===== config.mk =====
export PLATFORM = sky130hd
export DESIGN_NAME = mult_32x32_flat
export DESIGN_NICKNAME = d
export VERILOG_FILES = /design/src/rtl/mult_32x32_if.sv /design/src/rtl/mult_32x32.sv /design/src/flat_wrapper.sv
export SDC_FILE = /design/constraint.sdc
export NUM_CORES = 1
export LEC_CHECK = 0
export CAP_MARGIN = 10
export CELL_PAD_IN_SITES_DETAIL_PLACEMENT = 1
export CELL_PAD_IN_SITES_GLOBAL_PLACEMENT = 1
export CORE_MARGIN = 1
export CORE_UTILIZATION = 40
export CTS_BUF_LIST = sky130_fd_sc_hd__clkbuf_4
export CTS_CLUSTER_SIZE = 24
export DETAILED_ROUTE_END_ITERATION = 12
export PLACE_DENSITY_LB_ADDON = 0.1
export SLEW_MARGIN = 20
export SYNTH_ARGS = -nofsm -noshare
export SYNTH_HDL_FRONTEND = slang
export SYNTH_SLANG_ARGS = --single-unit

===== constraint.sdc =====
create_clock -name clk -period 10.13 [get_ports clk]
set_clock_uncertainty 0.2 [all_clocks]
set_input_delay 2.026 -clock clk [delete_from_list [all_inputs] [get_ports clk]]
set_output_delay 2.026 -clock clk [all_outputs]
set_load 0.005 [all_outputs]

===== src/rtl/mult_32x32_if.sv =====
// Operand/result bundle for the sequential 32x32 multiplier.
// Optional MULT32X32_DONE_EN adds the single-cycle 'done' completion pulse.
interface mult_32x32_if;
    localparam int unsigned OP_W   = 32;
    localparam int unsigned PROD_W = 64;

    logic              start;
    logic [OP_W-1:0]   a;
    logic [OP_W-1:0]   b;
    logic              busy;
    logic [PROD_W-1:0] product;
`ifdef MULT32X32_DONE_EN
    logic              done;

    modport master (output start, a, b, input busy, product, done);
    modport slave  (input start, a, b, output busy, product, done);
`else
    modport master (output start, a, b, input busy, product);
    modport slave  (input start, a, b, output busy, product);
`endif
endinterface


===== src/rtl/mult_32x32.sv =====
// Sequential unsigned 32x32 -> 64 multiplier using a single 16x16 multiplier.
// Four accumulate cycles (S0..S3) follow an accepted start; busy brackets them.
// Optional feature macro: MULT32X32_DONE_EN adds a registered 'done' pulse.
module mult_32x32 (
    input  logic         clk,
    input  logic         reset,
    mult_32x32_if.slave  bus
);
    localparam int unsigned OP_W   = 32;
    localparam int unsigned HALF_W = 16;
    localparam int unsigned PP_W   = 32;
    localparam int unsigned PROD_W = 64;

    typedef enum logic [2:0] {
        IDLE = 3'd0,
        S0   = 3'd1,
        S1   = 3'd2,
        S2   = 3'd3,
        S3   = 3'd4
    } state_t;

    state_t              state_q, state_d;
    logic [OP_W-1:0]     a_q, b_q;
    logic [PROD_W-1:0]   prod_q, prod_d;
    logic                busy_q, busy_d;
    logic                capture;
    logic                done_d;
    logic [HALF_W-1:0]   op_a, op_b;
    logic [PP_W-1:0]     pp;

    // Half-word operand selection from the captured registers and the shared 16x16 multiply
    always_comb begin
        op_a = a_q[HALF_W-1:0];
        op_b = b_q[HALF_W-1:0];
        unique case (state_q)
            S1:      op_a = a_q[OP_W-1:HALF_W];
            S2:      op_b = b_q[OP_W-1:HALF_W];
            S3: begin
                op_a = a_q[OP_W-1:HALF_W];
                op_b = b_q[OP_W-1:HALF_W];
            end
            default: ;
        endcase
        pp = PP_W'(op_a) * PP_W'(op_b);
    end

    // Next-state, accumulator and registered-output next values
    always_comb begin
        state_d = state_q;
        prod_d  = prod_q;
        busy_d  = 1'b0;
        capture = 1'b0;
        done_d  = 1'b0;
        unique case (state_q)
            IDLE: begin
                if (bus.start) begin
                    capture = 1'b1;
                    prod_d  = '0;
                    busy_d  = 1'b1;
                    state_d = S0;
                end
            end
            S0: begin
                prod_d  = prod_q + PROD_W'(pp);
                busy_d  = 1'b1;
                state_d = S1;
            end
            S1: begin
                prod_d  = prod_q + (PROD_W'(pp) << 16);
                busy_d  = 1'b1;
                state_d = S2;
            end
            S2: begin
                prod_d  = prod_q + (PROD_W'(pp) << 16);
                busy_d  = 1'b1;
                state_d = S3;
            end
            S3: begin
                prod_d  = prod_q + (PROD_W'(pp) << 32);
                done_d  = 1'b1;
                state_d = IDLE;
            end
            default: state_d = IDLE;
        endcase
    end

    // State register
    always_ff @(posedge clk) begin
        if (!reset) begin
            state_q <= IDLE;
        end else begin
            state_q <= state_d;
        end
    end

    // Operand capture, accumulator and busy registers
    always_ff @(posedge clk) begin
        if (!reset) begin
            a_q    <= '0;
            b_q    <= '0;
            prod_q <= '0;
            busy_q <= 1'b0;
        end else begin
            if (capture) begin
                a_q <= bus.a;
                b_q <= bus.b;
            end
            prod_q <= prod_d;
            busy_q <= busy_d;
        end
    end

    assign bus.busy    = busy_q;
    assign bus.product = prod_q;

`ifdef MULT32X32_DONE_EN
    logic done_q;

    // Completion pulse, coincident with busy falling
    always_ff @(posedge clk) begin
        if (!reset) begin
            done_q <= 1'b0;
        end else begin
            done_q <= done_d;
        end
    end

    assign bus.done = done_q;
`else
    logic unused_done;
    assign unused_done = done_d;
`endif
endmodule


===== src/flat_wrapper.sv =====
// flat-port wrapper written by rule: the top's interface ports become plain ports
module mult_32x32_flat 
  (clk, reset, bus_start, bus_a, bus_b, bus_busy, bus_product);
  mult_32x32_if bus_i ();
  input  logic clk;
  input  logic reset;
  input wire logic [$bits(bus_i.start)-1:0] bus_start;
  input wire logic [$bits(bus_i.a)-1:0] bus_a;
  input wire logic [$bits(bus_i.b)-1:0] bus_b;
  output wire logic [$bits(bus_i.busy)-1:0] bus_busy;
  output wire logic [$bits(bus_i.product)-1:0] bus_product;
  assign bus_i.start = bus_start;
  assign bus_i.a = bus_a;
  assign bus_i.b = bus_b;
  assign bus_busy = bus_i.busy;
  assign bus_product = bus_i.product;
  mult_32x32 u_core (.clk(clk), .reset(reset), .bus(bus_i));
endmodule

==> results of run 1 <==
==> power by group through the flow <==
| stage | Clock (mW) | Sequential, mW | Combinational [mW] |
|---|---|---|---|
| global placement | 0 | 0.625 | 1.26 |
| global route | 0.436 | 0.622 | 1.44 |
| finish | 0.408 | 0.619 | 1.33 |
| CTS | 0.421 | 0.615 | 1.30 |
| floorplan | 0 | 0.597 | 0.765 |
| detailed placement | 0 | 0.625 | 1.28 |
==> layer usage <==
metal	vias up	wire (um)	GRT usage, %
met3	138	3280	3.923
met1	9444	32770	39.83
li1	8670	-	-
met2	483	38070	55.25
met5	-	24	0
met4	4	2893	11.69
==> layout make-up <==
cell class	instances	area (um^2)
clock buffers	17	127.6
flip-flops and latches	132	2651
well taps	615	769.5
fillers	5808	24800
clock inverters	15	156.4
multi-input cells	1938	15670
repair buffers	278	2559
inverters	269	1012
diodes	1	2.502
==> cells in the final DEF (no fill, tap or decap), types with 34 or more instances in the layout <==
| cell | n |
|---|---|
| xor2_1 | 54 |
| o21ai_0 | 38 |
| inv_1 | 266 |
| fa_1 | 196 |
| a21oi_1 | 186 |
| o21ai_1 | 34 |
| ha_1 | 197 |
| dfxtp_1 | 129 |
| nor2_1 | 220 |
| nand2_1 | 380 |
| buf_4 | 136 |
| xnor2_1 | 78 |
| a21o_1 | 89 |
| clkdlybuf4s50_1 | 131 |
==> cells by family after synthesis <==
group	Yosys count	share of synthesized area, %
AOI/OAI and AO/OA	562	18.94
xor gates and xnor gates	140	6.334
adders and majority gates	397	33.30
buffers and inverters	370	7.200
DFF	132	13.65
muxes	65	3.555
and+or+nand+nor	774	17.02
==> metrics by stage <==
stage | power, mW | worst slack (ns) | area [um^2] | instances
2_1_floorplan | 1.362 | 0.06686 | 19380 | 2440
3_3_place_gp | 1.885 | -0.1178 | 22120 | 3213
3_5_place_dp | 1.905 | -0.2496 | 22120 | 3213
4_1_cts | 2.334 | 0.02299 | 22470 | 3248
5_1_grt | 2.501 | -0.08709 | 22940 | 3265
6_report | 2.361 | 0.2588 | 22940 | 3265
==> registers in the layout, summed over array words and instances (netlist names) <==
name	cells
u_core.a_q	32
u_core.b_q	32
u_core.bus.busy	1
u_core.bus.product	64
u_core.state_q	3
==> what timing repair did <==
action | in CTS | in global routing
buffers inserted | 3 | 13
gates resized for setup | 10 | 54
setup endpoints to repair | 15 | 32
cloned | 0 | 3
pin swaps | 2 | 15
==> how the worst max path moves through the flow <==
stage                                        start                             endpoint  slack, ns  cells past startpoint
finish              u_core.state_q[1]$_SDFFE_PN0P_  u_core.bus.product[63]$_SDFFE_PN0P_       0.26                     39
detailed placement  u_core.state_q[2]$_SDFFE_PN0P_  u_core.bus.product[59]$_SDFFE_PN0P_      -0.25                     38
CTS                 u_core.state_q[2]$_SDFFE_PN0P_  u_core.bus.product[50]$_SDFFE_PN0P_       0.02                     37
floorplan           u_core.state_q[1]$_SDFFE_PN0P_  u_core.bus.product[59]$_SDFFE_PN0P_       0.07                     41
global route        u_core.state_q[1]$_SDFFE_PN0P_  u_core.bus.product[47]$_SDFFE_PN0P_      -0.09                     39
global placement    u_core.state_q[2]$_SDFFE_PN0P_  u_core.bus.product[59]$_SDFFE_PN0P_      -0.12                     38
==> worst max-delay path: cells and delay by family, from the launching register on <==
kind	cells	cell delay [ns]
fa+ha+maj	8	3.85
compound gates	13	2.15
simple gates	8	1.49
buf+inv	7	0.79
mux	2	0.55
flops	1	0.40
xor+xnor	1	0.34
==> results.md, run 1 <==
* Syn-to-layout area delta at 18.52%
* Drt drc at 0
* GP Congestion at 0.9343
* Most area-consuming cells after synthesis: fa_1 (20%), dfxtp_1 (14%), ha_1 (13%)
* Max rail drop VDD at 0.00007587 V
* Max Root-Sink Buffers at 2
* Worst Hold Depth at 2
* RSZ-0062 raised after global routing: yes
* Sequential power share at 26.2%
* DR vias/cell at 5.739
* Worst rel slew slack at 23.43%
* Antenna Nets Post-Route at 0
* Status: finished clean
* Slew Viols, Final at 0
* H-tree depth at 4
* Root Buffer: clkbuf_4
* Final Setup Violations at 0
* Pwr dens at 102.9 nW/um^2
* Core Area at 47,750 um^2
* CP Max Fanout at 13
* Post-synth top cells: nand2_1 (382), inv_1 (266), nor2_1 (221)
* Initial Util at 40.55%
* Asr flop ratio synth at 0%
* Arr. time, crit path at 10.31 ns
* Tmin final at 9.871 ns
* Synthesis Warnings at 0
* Die width at 222.0 um
* Worst r2r path cells at 39
* Vias in the first global route at 19,720
* Most common cell in the netlist: nand2_1
* Post-synth top flop: dfxtp_1
* Final Core Density at 48.06%
* Crit. End Element: flip-flop
* Psw at 1.166 mW
* Vias at 18,740
* Switching Fraction at 49.36%
* Clock Latency Late Sink at 0.75 ns
* GR Overflow Total at 0
* Die area at 49,280 um^2
* GRT Total Usage at 31.65%
* I/O pin count at 132
* Synthesized area per cell at 7.934 um^2
* CTS tree: built
* Number of synthesized flops with an enable pin at 0
* Drt first pass iters at 5
* Min-delay src: u_core.b_q[25]$_SDFFE_PN0P_
* R2R Path Start: u_core.state_q[1]$_SDFFE_PN0P_
* Combinational share of power at 56.5%
* Max Fclk at 101.3 MHz
* Mapped Cells at 2,440
* Most used cell, CP: fa_1
* Setup TNS Final at 0 ns
* Hold crit path type: flip-flop to flip-flop
* Hold EP: u_core.b_q[25]$_SDFFE_PN0P_
* Num Clock Sinks at 132
* Drt wl/cell at 23.60 um
* Yosys top cell by area: fa_1
* Post-synth cell types at 74
* Post-CTS Hold Buffers at 0
* Die Ht at 222.0 um
* Yosys reg bits at 132
* Clk pwr share at 17.3%
* Total Wirelength at 77,040 um
* Port Buffers at 131
* Row cnt at 80
* Required @ worst endpoint at 10.57 ns
* First-pass GRT wire length at 118,700 um
* Fin nets at 3,100
* Syn_nets at 2,904
* Measured slew at the worst slew-check pin at 1.149 ns
* Post-synthesis cell area at 19,360 um^2
* Period utilization at 97.45%
* TritonCTS buffer count at 17
* Slowest stage cell, crit path: fa_1
* Final hold slack at 0.2791 ns
* Setup crit start kind: flip-flop
* Layout cell share with drive strength beyond 1 at 10.46%
* Sequential area share after synthesis at 13.65%
* Internal power at 1.196 mW
* Crit-path max cell delay at 0.62 ns
* Leakage power at 10.71 nW
* Initial DRC count at 1,069
* Post-DP HPWL at 62,540 um
* Crit Path Class: flip-flop to flip-flop
* Max cap viols at 0
* Hold Fails Final Rpt at 0
* Yosys top cell area share at 20.37%
* Initial antenna violation count at 3
* Largest net degree at the start of global routing at 81
* Reg2reg end: u_core.bus.product[63]$_SDFFE_PN0P_
* Clock slew at reported path FFs at 0.14 ns
* Register-to-Register Setup Slack at 0.26 ns
(Power assumes the default switching activity.)
==> inputs of run 2 (changes only) <==
--- a/config.mk
+++ b/config.mk
@@ -13,6 +13,7 @@
 export CTS_BUF_LIST = sky130_fd_sc_hd__clkbuf_4
 export CTS_CLUSTER_SIZE = 24
 export DETAILED_ROUTE_END_ITERATION = 12
+export GPL_ROUTABILITY_DRIVEN = 0
 export PLACE_DENSITY_LB_ADDON = 0.1
 export SLEW_MARGIN = 20
 export SYNTH_ARGS = -nofsm -noshare
==> run 2 against run 1 <==
Effect of this change:
- first-iteration DRC count is 14% higher
- non-clock buffer count fell by 23
- largest cell class unchanged
- via count shrank 0.31%
- core utilization rose by 0.094 points
- critical path depth is 3 higher
- highest routed layer is now met4
- critical path type unchanged
- die area unchanged
- final area rose by 0.20%
==> results.md, run 2 (synthesis gave the netlist of run 1 again) <==
* Max reg flops at 64 (unchanged)
* I/O pin count at 132 (unchanged)
* Max cap viols at 0 (unchanged)
* Most used cell, CP: a21o_1
* Max Root-Sink Buffers at 2 (unchanged)
* Crit Path Class: flip-flop to flip-flop
* Drt drc at 0 (unchanged)
* Port Buffers at 131 (unchanged)
* Vias at 18,680 (-0.31%)
* Fin nets at 3,077 (-0.74%)
* Worst rel slew slack at 25.69% (+2.3 points)
* Clock Latency Late Sink at 0.74 ns (about the same)
* Final std cells w/o fill at 3,243 (-0.67%)
* Setup crit start kind: flip-flop
* Arr. time, crit path at 10.21 ns (-0.10 ns)
* Period utilization at 97.01% (-0.43 points)
* Slew Viols, Final at 0 (unchanged)
* Final hold slack at 0.2830 ns (+0.003937 ns)
* Placed cell area at 21,870 um^2 (-1.1%)
* Initial DRC count at 1,218 (+14%)
* Hold Fails Final Rpt at 0 (unchanged)
* Antenna Nets Post-Route at 0 (unchanged)
* M1 WL at 32,390 um (-1.2%)
* GRT Total Usage at 30.60% (-1.0 points)
* Die area at 49,280 um^2 (unchanged)
* Most common cell after layout, fill and taps aside: nand2_1
* Tmin final at 9.828 ns (-0.04372 ns)
* Post-place setup slack at -0.5826 ns (-0.3329 ns)
* Layout cell share with drive strength beyond 1 at 10.74% (+0.28 points)
* Pwr dens at 101.6 nW/um^2 (-1.2%)
* Max Fclk at 101.8 MHz (+0.45%)
* Max rail drop VDD at 0.00007105 V (-6.4%)
* Crit. End Element: flip-flop
* Drt wl/cell at 23.18 um (-1.7%)
* Final Setup Violations at 0 (unchanged)
* Largest net degree at the start of global routing at 74 (-8.6%)
* H-tree depth at 4 (unchanged)
* TritonCTS buffer count at 17 (unchanged)
* Initial antenna violation count at 3 (unchanged)
* Slowest stage cell, crit path: fa_1
* Post-CTS Hold Buffers at 0 (unchanged)
* Top sig layer: met4
* Placed cells at 3,182 (-0.96%)
* Crit. Startpoint: u_core.state_q[1]$_SDFFE_PN0P_
* Leakage power at 10.63 nW (-0.75%)
* Core Area at 47,750 um^2 (unchanged)
* Die width at 222.0 um (unchanged)
* Drt first pass iters at 8 (+3)
* Required @ worst endpoint at 10.51 ns (-0.06 ns)
* CP Max Fanout at 8 (-5)
* Measured slew at the worst slew-check pin at 1.115 ns (-0.03386 ns)
* Die Ht at 222.0 um (unchanged)
* CTS tree: built
* Initial Util at 40.55% (unchanged)
* Total Wirelength at 75,180 um (-2.4%)
* R2R Path Start: u_core.state_q[1]$_SDFFE_PN0P_
* Post-DP HPWL at 60,360 um (-3.5%)
* Vias in the first global route at 19,690 (-0.15%)
* Syn-to-layout area delta at 18.76%
* Clock slew at reported path FFs at 0.15 ns (about the same)
* Root Buffer: clkbuf_4
* DR vias/cell at 5.760 (+0.36%)
* WL met2 at 35,940 um (-5.6%)
* PnR worst setup slack at 0.3025 ns (+0.04372 ns)
* Crit-path max cell delay at 0.56 ns (-0.06 ns)
* Finished Cell Area at 22,990 um^2 (+0.20%)
* GR Overflow Total at 0 (unchanged)
* Row cnt at 80 (unchanged)
* First-pass GRT wire length at 115,900 um (-2.4%)
* Num Clock Sinks at 132 (unchanged)
* Most frequent cells in the layout: nand2_1 (378), inv_1 (266), nor2_1 (218)
* Hold crit path type: flip-flop to flip-flop
* Status: finished clean
* Met3 WL at 3128 um (-4.6%)
* Min-delay src: u_core.b_q[25]$_SDFFE_PN0P_
[run 2: metal layers]
metal / track usage [%] / up-vias
li1: - / 8619
met1: 38.86 / 9445
met2: 51.22 / 468
met3: 4.002 / 148
met4: 14.87 / 0
met5: 0 / -
[run 2: final cells by class]
type	instances	area, um^2
multi-input cells	1938	15890
fillers	5801	24760
repair buffers	255	2405
flip-flops and latches	132	2649
well taps	615	769.5
clock buffers	17	127.6
clock inverters	15	133.9
diodes	2	5.005
inverters	269	1012
[run 2: worst max-delay path, delay by kind of cell (launching register included)]
family                     cells  cell delay (ns)
and+or+nand+nor                5             0.61
adders and majority gates      8             3.74
DFF                            1             0.41
buffers and inverters          9             0.98
muxes                          1             0.20
xor gates and xnor gates       1             0.15
AOI/OAI and AO/OA             18             3.36
[run 2: per-stage QoR]
| step | TNS [ns] | util [%] | power [mW] |
|---|---|---|---|
| 5_1_grt | -0.4792 | 48.15 | 2.473 |
| 4_1_cts | -0.001966 | 46.67 | 2.267 |
| 2_1_floorplan | 0 | - | 1.362 |
| 3_3_place_gp | -3.507 | 45.81 | 1.839 |
| 3_5_place_dp | -6.094 | 45.81 | 1.862 |
| 6_report | 0 | 48.15 | 2.337 |
[run 2: power by group]
part / switching [mW] / total, mW / internal (mW)
registers: 0.0627 / 0.621 / 0.558
logic: 0.826 / 1.33 / 0.506
clock network: 0.276 / 0.383 / 0.107
total: 1.17 / 2.34 / 1.17
[run 2: path summary, 6_finish.rpt]
| kind | endpoint | depth (start not counted) | slack (ns) |
|---|---|---|---|
| worst min-delay path | u_core.b_q[25]$_SDFFE_PN0P_ | 2 | 0.28 |
| worst min register to register | u_core.b_q[25]$_SDFFE_PN0P_ | 2 | 0.28 |
| worst max register to register | u_core.bus.product[59]$_SDFFE_PN0P_ | 42 | 0.30 |
| worst max-delay path | u_core.bus.product[59]$_SDFFE_PN0P_ | 42 | 0.30 |
[run 2: timing repair]
item	CTS	global route
gates cloned	1	3
setup buffers	5	18
endpoints found under the setup margin	31	38
pin swaps	2	19
resized for setup	19	90
endpoints found under the hold margin	0	0
